[src/rtl/word_scroll_ctrl.sv]
// Scrolling-window row sequencer for a 32 x 128 glyph ROM feeding serial LED column drivers.
// Latency: one row = 1 fetch + 2*WIN_W shift + 1 latch + ROW_HOLD display cycles; all outputs are flops.
// Backpressure: none; en is honoured only at row boundaries and pause only freezes the scroll divider.
module word_scroll_ctrl #(
    parameter int WIN_W      = 32,
    parameter int ROW_HOLD   = 1000,
    parameter int SCROLL_DIV = 5000000
) (
    input  logic         clk,
    input  logic         rst,
    input  logic         en,
    input  logic         pause,
    input  logic         dir,
    output logic [4:0]   rom_addr,
    input  logic [127:0] M,
    output logic         sdo,
    output logic         sclk,
    output logic         latch,
    output logic [4:0]   row_sel,
    output logic         oe_n,
    output logic [6:0]   offset,
    output logic         frame_done
);

    // Counter widths; a 1-cycle hold or a divide-by-1 still needs a 1-bit counter.
    localparam int HOLD_W = (ROW_HOLD > 1) ? $clog2(ROW_HOLD) : 1;
    localparam int DIV_W  = (SCROLL_DIV > 1) ? $clog2(SCROLL_DIV) : 1;

    localparam logic [6:0]        K_LAST    = 7'(WIN_W - 1);
    localparam logic [HOLD_W-1:0] HOLD_LAST = HOLD_W'(ROW_HOLD - 1);
    localparam logic [DIV_W-1:0]  DIV_LAST  = DIV_W'(SCROLL_DIV - 1);
    localparam logic [4:0]        LAST_ROW  = 5'd31;

    typedef enum logic [2:0] {
        IDLE  = 3'd0,
        FETCH = 3'd1,
        SHIFT = 3'd2,
        LATCH = 3'd3,
        HOLD  = 3'd4
    } state_t;

    state_t state_q, state_d;

    // Internal sequencing state.
    logic [127:0]      row_q, row_d;      // captured ROM row for the row being shifted
    logic [6:0]        k_q, k_d;          // window column index, 0 = leftmost
    logic              ph_q, ph_d;        // shift phase: 0 = data setup, 1 = sclk high
    logic [HOLD_W-1:0] hold_q, hold_d;    // display cycles elapsed in HOLD
    logic [DIV_W-1:0]  div_q, div_d;      // scroll divider
    logic              pending_q, pending_d;

    // Next values of the registered outputs.
    logic [4:0] rom_addr_d;
    logic       sdo_d;
    logic       sclk_d;
    logic       latch_d;
    logic [4:0] row_sel_d;
    logic       oe_n_d;
    logic [6:0] offset_d;
    logic       frame_done_d;

    // Helpers for the combinational block.
    logic       tick;
    logic       boundary;
    logic [6:0] col;

    // Next-state, divider, pending flag and next output values.
    always_comb begin
        state_d      = state_q;
        row_d        = row_q;
        k_d          = k_q;
        ph_d         = ph_q;
        hold_d       = hold_q;
        div_d        = div_q;
        pending_d    = pending_q;
        rom_addr_d   = rom_addr;
        row_sel_d    = row_sel;
        offset_d     = offset;
        frame_done_d = 1'b0;
        tick         = 1'b0;
        boundary     = 1'b0;
        sdo_d        = sdo;
        sclk_d       = 1'b0;
        latch_d      = 1'b0;
        oe_n_d       = 1'b1;
        col          = '0;

        // Scroll divider runs only while enabled and not paused.
        if (en && !pause) begin
            if (div_q == DIV_LAST) begin
                div_d = '0;
                tick  = 1'b1;
            end else begin
                div_d = div_q + DIV_W'(1);
            end
        end

        case (state_q)
            IDLE: begin
                if (en) begin
                    state_d    = FETCH;
                    rom_addr_d = '0;
                end
            end

            FETCH: begin
                // ROM data is combinational from the registered rom_addr.
                row_d   = M;
                k_d     = '0;
                ph_d    = 1'b0;
                state_d = SHIFT;
            end

            SHIFT: begin
                if (!ph_q) begin
                    ph_d = 1'b1;
                end else if (k_q == K_LAST) begin
                    ph_d      = 1'b0;
                    state_d   = LATCH;
                    // row_sel changes together with the latch strobe.
                    row_sel_d = rom_addr;
                end else begin
                    k_d  = k_q + 7'd1;
                    ph_d = 1'b0;
                end
            end

            LATCH: begin
                hold_d  = '0;
                state_d = HOLD;
            end

            HOLD: begin
                if (hold_q == HOLD_LAST) begin
                    if (rom_addr == LAST_ROW) begin
                        // Frame boundary: the only place the offset may move.
                        boundary     = 1'b1;
                        frame_done_d = 1'b1;
                        rom_addr_d   = '0;
                        if (pending_q) begin
                            offset_d = dir ? (offset - 7'd1) : (offset + 7'd1);
                        end
                        state_d = en ? FETCH : IDLE;
                    end else if (en) begin
                        rom_addr_d = rom_addr + 5'd1;
                        state_d    = FETCH;
                    end else begin
                        rom_addr_d = '0;
                        state_d    = IDLE;
                    end
                end else begin
                    hold_d = hold_q + HOLD_W'(1);
                end
            end

            default: begin
                state_d    = IDLE;
                rom_addr_d = '0;
            end
        endcase

        // Consume the pending step at the boundary; a tick in the same cycle
        // re-arms it so that tick is applied at the following boundary.
        if (boundary && pending_q) begin
            pending_d = 1'b0;
        end
        if (tick) begin
            pending_d = 1'b1;
        end

        // Outputs reflect the state being entered so they line up with it.
        sclk_d  = (state_d == SHIFT) && ph_d;
        latch_d = (state_d == LATCH);
        oe_n_d  = (state_d != HOLD);
        if ((state_d == SHIFT) && !ph_d) begin
            // 7-bit sum wraps the window around column 127 -> 0.
            col   = offset + k_d;
            sdo_d = row_d[col];
        end
    end

    // State, sequencing counters and all output flops.
    always_ff @(posedge clk or posedge rst) begin
        if (rst) begin
            state_q    <= IDLE;
            row_q      <= '0;
            k_q        <= '0;
            ph_q       <= 1'b0;
            hold_q     <= '0;
            div_q      <= '0;
            pending_q  <= 1'b0;
            rom_addr   <= '0;
            sdo        <= 1'b0;
            sclk       <= 1'b0;
            latch      <= 1'b0;
            row_sel    <= '0;
            oe_n       <= 1'b1;
            offset     <= '0;
            frame_done <= 1'b0;
        end else begin
            state_q    <= state_d;
            row_q      <= row_d;
            k_q        <= k_d;
            ph_q       <= ph_d;
            hold_q     <= hold_d;
            div_q      <= div_d;
            pending_q  <= pending_d;
            rom_addr   <= rom_addr_d;
            sdo        <= sdo_d;
            sclk       <= sclk_d;
            latch      <= latch_d;
            row_sel    <= row_sel_d;
            oe_n       <= oe_n_d;
            offset     <= offset_d;
            frame_done <= frame_done_d;
        end
    end

endmodule

[config.mk]
export PLATFORM = sky130hd
export DESIGN_NAME = word_scroll_ctrl
export DESIGN_NICKNAME = d
export VERILOG_FILES = /design/src/rtl/word_scroll_ctrl.sv
export SDC_FILE = /design/constraint.sdc
export NUM_CORES = 1
export LEC_CHECK = 0
export ABC_AREA = 1
export BUFFER_PORTS_ARGS = -buffer_cell sky130_fd_sc_hd__buf_2
export CAP_MARGIN = 20
export CORE_ASPECT_RATIO = 1.75
export CORE_MARGIN = 3
export CORE_UTILIZATION = 30
export CTS_BUF_LIST = sky130_fd_sc_hd__clkbuf_4 sky130_fd_sc_hd__clkbuf_8
export DETAILED_ROUTE_END_ITERATION = 10
export HOLD_SLACK_MARGIN = 0.12
export PLACE_DENSITY = 0.47
export SETUP_SLACK_MARGIN = 0.3
export SLEW_MARGIN = 20
export SYNTH_ARGS = -nofsm -noshare
export SYNTH_HDL_FRONTEND = slang
export SYNTH_SLANG_ARGS = --single-unit
export TNS_END_PERCENT = 100
[constraint.sdc]
create_clock -name clk -period 7.05 [get_ports clk]
set_clock_uncertainty 0.15 [all_clocks]
set_input_delay 0.705 -clock clk [delete_from_list [all_inputs] [get_ports clk]]
set_output_delay 0.705 -clock clk [all_outputs]
set_load 0.005 [all_outputs]
==> results.toml, run 1 <==
[routing]
vias_per_cell = 4.95
ant_nets = 0
drtIter0Drc = 487
dr.pass1.iters = 6
routed_wl_um = 32200
vias = 8884
drc = 0
wl_per_cell_um = 18.0

[power]
swShare = 0.259
p_int_mw = 1.62
ir_drop_v = 0.000122
p_per_area_nw_per_um2 = 191
p_seq_frac = 0.549
combinationalPowerShare = 0.091
leakage_nw = 5.73
power.switching_mw = 0.567
clock_power_share = 0.360

[setup_path]
crit_chain = "nor2_4, nand2_4, inv_2, o21ai_0, o21ai_0, inv_1, fa_2, xor2_2, inv_1, nand3_1, nand3_1, nand3_1, nand3_1, nand3_1, nand3_1, nand2_1"
critPathKind = "reg -> reg"
crit_fanout = 78
cp_top_family = "buffers and inverters"
max_stage_delay_ps = 850
critPathBufInv = 3
required_ps = 7350
slowest_stage = "inv_2"
startpoint_type = "register"
crit_path_frequent_cell = "nand3_1"
r2r_cells = 16
path_depth = 16
cp.arrival_ps = 5210
endpoint_kind = "register"

[sta]
clock.fmax_mhz = 203
layout_min_cycle_time_ps = 4920
fin_crit_sh = 0.697
tightestPinTransition_ps = 944
finalSetupTns_ps = 0
holdWs_ps = 242
final_hold_viol_count = 0
setup_viol = 0
max-slew-margin-rel = 0.371
rsz0062_at_grt = "no"
slew_violations = 0

[synth]
synth-edff-count = 0
synth_most_common_cell = "nand2_1"
syn-cell-area_um2 = 10000
synth_nets = 1411
synth_top_area_cell = "dfrtp_1"
synthTopCellsByArea = "dfrtp_1 48%, nand3_1 16%, nand2_1 14%"
synth_top_area_frac = 0.484
seq_area_frac_synth = 0.486
syn-instance-count = 1259
syn_area_per_cell_um2 = 7.97
yosysWarnings = 0
synth_top_flop_cell = "dfrtp_1"
synth_commonest_cells = "361 x nand2_1, 325 x nand3_1, 194 x dfrtp_1"
synth.distinct_cells = 45
ys_ff_latch = 195
ys_async_sr_fraction = 1.00

[global_routing]
grt_antenna_before_repair = 1
gr-usage-all-layers = 0.182
grt-ovfl-total = 0
grt_pass1_vias = 8736
grt_pass1_wl_um = 49000
grt_max_degree = 128

[layout]
drive_gt1_frac = 0.151
syn_to_final_growth_pct = 14.1
fin_nets = 1530
fillers = 3569

[cts]
clk_pin_slew_ps = 100
htree_levels = 4
cts_sinks = 195
cts_tree = "yes"
post-cts-setup-buffers = 0
cts_buffer_depth = 2
clock_latency_ps = 510
ctsResizeCount = 0
clockRootBuffer = "clkbuf_8"
ctsHoldBuffers = 0
cts_buffers = 17

[floorplanning]
die_area_um2 = 35800
start_util = 0.304
dieWidth_um = 144
core_um2 = 33000
row_count = 88
die_y_um = 248
io_pins = 155

[job]
max_cap_violations = 0

[placement]
portBuffers = 154
gp_congestion = 0.852
hpwl_um = 23700

[hold_path]
hold_class = "in -> async"

[run_status]
status = "completed"
## cell type report
cell class              count  area (um^2)  area share
diodes                      1         2.50    0.000218
clock buffers              20          275      0.0240
clock inverters             9          130      0.0114
inverters                  88          338      0.0295
multi-input cells         915         4500       0.393
flip-flops and latches    195         4880       0.426
well taps                 405          507      0.0442
repair buffers            161          823      0.0719
## worst paths after layout
path / startpoint / slack (ps) / to
max in group asynchronous: rst / 4960 / row_q[102]
min in group clk: M[31] / 250 / row_q[31]
max: state_q[2] / 2130 / sdo
max reg2reg: state_q[2] / 2130 / sdo
min: rst / 240 / div_q[2]
min reg2reg: row_q[6] / 320 / row_q[6]
## metrics by stage
stage / utilization / power (mW) / setup WS (ps) / std cells / area [um^2]
floorplan: - / 1.34 / 884 / 1259 / 10000
global placement: 0.334 / 1.43 / 2240 / 1764 / 11000
detailed placement: 0.334 / 1.43 / 2120 / 1764 / 11000
CTS: 0.347 / 2.22 / 2070 / 1793 / 11500
global route: 0.347 / 2.30 / 1580 / 1794 / 11500
finish: 0.347 / 2.19 / 2130 / 1794 / 11500
## sequential cells by signal (all words and copies together) (netlist names)
signal / cells
oe_n: 1
state_q: 3
offset: 7
hold_q: 10
latch: 1
frame_done: 1
sdo: 1
pending_q: 1
ph_q: 1
k_q: 7
row_q: 128
row_sel: 5
rom_addr: 5
div_q: 23
sclk: 1
## logic make-up (layout without fill, tap and decap cells)
logic type	count (synthesis)	after routing	synth area share
simple gates	781	781	0.347
flops	195	195	0.486
buf+inv	149	278	0.0661
compound gates	89	89	0.0505
xor+xnor	25	25	0.0233
fa+ha+maj	19	19	0.0252
mux	1	1	0.00112
other cells	0	1	0
## per-layer routing
layer / track usage / up-vias / routed length [um]
li1: - / 4428 / -
met1: 0.205 / 4222 / 12400
met2: 0.337 / 194 / 17700
met3: 0.0332 / 40 / 1150
met4: 0.0653 / 0 / 974
met5: 0 / - / 0
## power groups by stage
| stage | combinational [mW] | sequential, mW | clock (mW) |
|---|---|---|---|
| after global placement | 0.204 | 1.22 | 0 |
| after detailed placement | 0.205 | 1.22 | 0 |
| after global routing | 0.230 | 1.21 | 0.859 |
| final | 0.200 | 1.20 | 0.788 |
| after floorplan | 0.120 | 1.22 | 0 |
| after CTS | 0.206 | 1.20 | 0.815 |
## placed cells by master, fill, tap and decap left out, drive strengths merged, types with 2 or more instances in the layout
cell type	instances
a211oi	2
a21oi	19
a31oi	3
buf	161
bufinv	3
clkbuf	20
clkinv	5
dfrtp	194
fa	2
ha	17
inv	88
nand2	362
nand3	325
nand4	11
nor2	46
nor3	23
nor3b	5
nor4	6
o211ai	12
o21a	2
o21ai	43
o22ai	4
xnor2	4
xor2	21
Power figures use the tool's default switching activity.
==> inputs of run 2 (changes only) <==
ABC_AREA = 0   (was 1)
PLACE_DENSITY = 0.48   (was 0.47)
clock period = 4.4 ns   (was 7.05 ns; I/O delays follow)
==> results.toml, run 2 <==
[run_status]
status = "completed"

[power]
p_seq_frac = 0.326
power_mw = 8.41
p_int_mw = 5.26
swShare = 0.375
clock_power_share = 0.164
combinationalPowerShare = 0.510
p_per_area_nw_per_um2 = 596
leakage_nw = 6.66
ir_drop_v = 0.000271
power.switching_mw = 3.15

[cts]
clockRootBuffer = "clkbuf_8"
cts_tree = "yes"
cts_buffer_depth = 2
cts_sinks = 195
clock_latency_ps = 510
htree_levels = 4
clk_pin_slew_ps = 100
cts_buffers = 17

[layout]
reg_top3 = "row_q: 128 flops, div_q: 23 flops, hold_q: 10 flops"
drive_gt1_frac = 0.269
antenna_cells = 0
fin_nets = 1509
final_cell_mix = "333 x nand2_1, 194 x dfrtp_1, 154 x buf_2, 131 x dlygate4sd3_1, 54 x mux2_2"
syn_to_final_growth_pct = 37.3
fin_cells = 1825
largest_reg_flops = 128
regMostFlops = "row_q"
mostFrequentLayoutCell = "nand2_1"

[sta]
setup_viol = 0
slew_violations = 0
finalSetupTns_ps = 0
tightestPinTransition_ps = 589
rsz0062_at_grt = "yes"
fin_crit_sh = 0.940
clock.fmax_mhz = 242
final_hold_viol_count = 0
layout_min_cycle_time_ps = 4130
max-slew-margin-rel = 0.608

[floorplanning]
row_count = 89
core_um2 = 33700
io_pins = 155
die_y_um = 251
die_area_um2 = 36600
start_util = 0.305
dieWidth_um = 146

[synth]
seq_area_frac_synth = 0.475
synth_top_area_frac = 0.472
synth_top_area_cell = "dfrtp_1"
synth_nets = 1184
yosysWarnings = 0
syn-cell-area_um2 = 10300
synth-edff-count = 0
syn_area_per_cell_um2 = 9.97
synth_top_flop_cell = "dfrtp_1"
synth_most_common_cell = "nand2_1"
syn-instance-count = 1032
ys_ff_latch = 195
ys_async_sr_fraction = 1.00
synth_commonest_cells = "335 x nand2_1, 194 x dfrtp_1, 56 x mux2_2"
synthTopCellsByArea = "dfrtp_1 47%, nand2_1 12%, mux2_2 6.1%"
synth.distinct_cells = 65

[job]
max_cap_violations = 0

[setup_path]
max_stage_delay_ps = 430
required_ps = 4640
slowest_stage = "dfrtp_1"
startpoint_type = "register"
critPathKind = "reg -> reg"
crit_path_frequent_cell = "buf_4"
crit_fanout = 3
endpoint_kind = "register"
cp.arrival_ps = 4370

[global_routing]
grt_max_degree = 117
grt_pass1_wl_um = 49500
gr-usage-all-layers = 0.171
grt-ovfl-total = 0
grt_pass1_vias = 9190
grt_antenna_before_repair = 0

[routing]
drtIter0Drc = 400
dr_wl_met2_um = 16700
top_layer = "met4"
vias_per_cell = 4.72
wl_per_cell_um = 17.1
wl_met1_um = 12200
dr.pass1.iters = 4
wl_met3_um = 898
vias = 8613
ant_nets = 0
routed_wl_um = 31200
drc = 0

[hold_path]
hold_class = "in -> reg"

[placement]
hpwl_um = 20600
gp_congestion = 0.766
placed_cells_incl_taps = 1630
portBuffers = 154
## run 2: changes by cell type in the layout (fill, tap and decap cells not counted), sizes merged, moves of 12 or more
cell / delta
mux2: +65
nand2: -27
and3: +16
xnor2: +15
dlygate4sd3: +131
buf: +58
mux2i: +51
inv: -65
nor3: -12
nand3: -304
mux4: +26
o21ai: -22
## run 2: layout make-up
cell class / count / area, um^2
inverter: 18 / 71.3
tap: 455 / 569
fill: 3264 / 19600
clock buffer: 18 / 248
sequential: 195 / 4880
timing repair buffer: 354 / 2830
multi-input combinational: 771 / 5300
clock inverter: 14 / 215
## run 2: critical path, delay by kind of cell, from the launching register on
family / cells / cell delay [ps]
compound gates: 4 / 580
buf+inv: 20 / 2410
simple gates: 4 / 250
flops: 1 / 430
fa+ha+maj: 1 / 190
## run 2: kinds of logic after synthesis
family	share of synthesized area
adder cells (fa/ha/maj)	0.0246
XOR/XNOR	0.0355
AO/OA/AOI/OAI	0.0613
buffers and inverters	0.0305
multiplexers	0.179
AND/OR/NAND/NOR	0.195
flip-flops	0.475
## run 2: power by group through the flow
stage	Sequential, mW	Combinational, mW	Clock, mW
floorplan	2.70	2.71	0
global placement	2.75	3.74	0
detailed placement	2.77	3.78	0
CTS	2.74	4.25	1.44
global route	2.81	4.69	1.51
finish	2.74	4.29	1.38
## run 2: stage by stage
stage | hold slack [ps] | setup slack, ps | util | area [um^2]
5_1_grt | 195 | 144 | 0.418 | 14100
4_1_cts | 144 | 312 | 0.415 | 14000
3_3_place_gp | 302 | 15.5 | 0.351 | 11800
6_report | 185 | 265 | 0.418 | 14100
2_1_floorplan | 284 | 158 | - | 10400
3_5_place_dp | 306 | 8.32 | 0.351 | 11800
## run 2: routing by layer
metal  up-vias  GRT usage
met3        66     0.0278
li1       4182          -
met2       194      0.313
met1      4171      0.191
met5         -          0
met4         0     0.0845
## run 2: timing repair
action | CTS | global route
pin swaps | 7 | 7
buffers inserted | 26 | 2
gates cloned | 3 | 1
setup endpoints to repair | 1 | 1
hold endpoints to repair | 144 | 0
hold buffers | 131 | 0
gates resized for setup | 23 | 14
## run 2: worst paths after layout
kind                           start          to  slack (ps)  cells after the start
max                           k_q[0]         sdo         270                     29
min                               en  state_q[0]         190                      4
max reg2reg                   k_q[0]         sdo         270                     29
min reg2reg                row_q[54]   row_q[54]         330                      2
max in group asynchronous        rst  row_q[108]        2910                      4
min in group asynchronous        rst   row_q[82]         330                      3
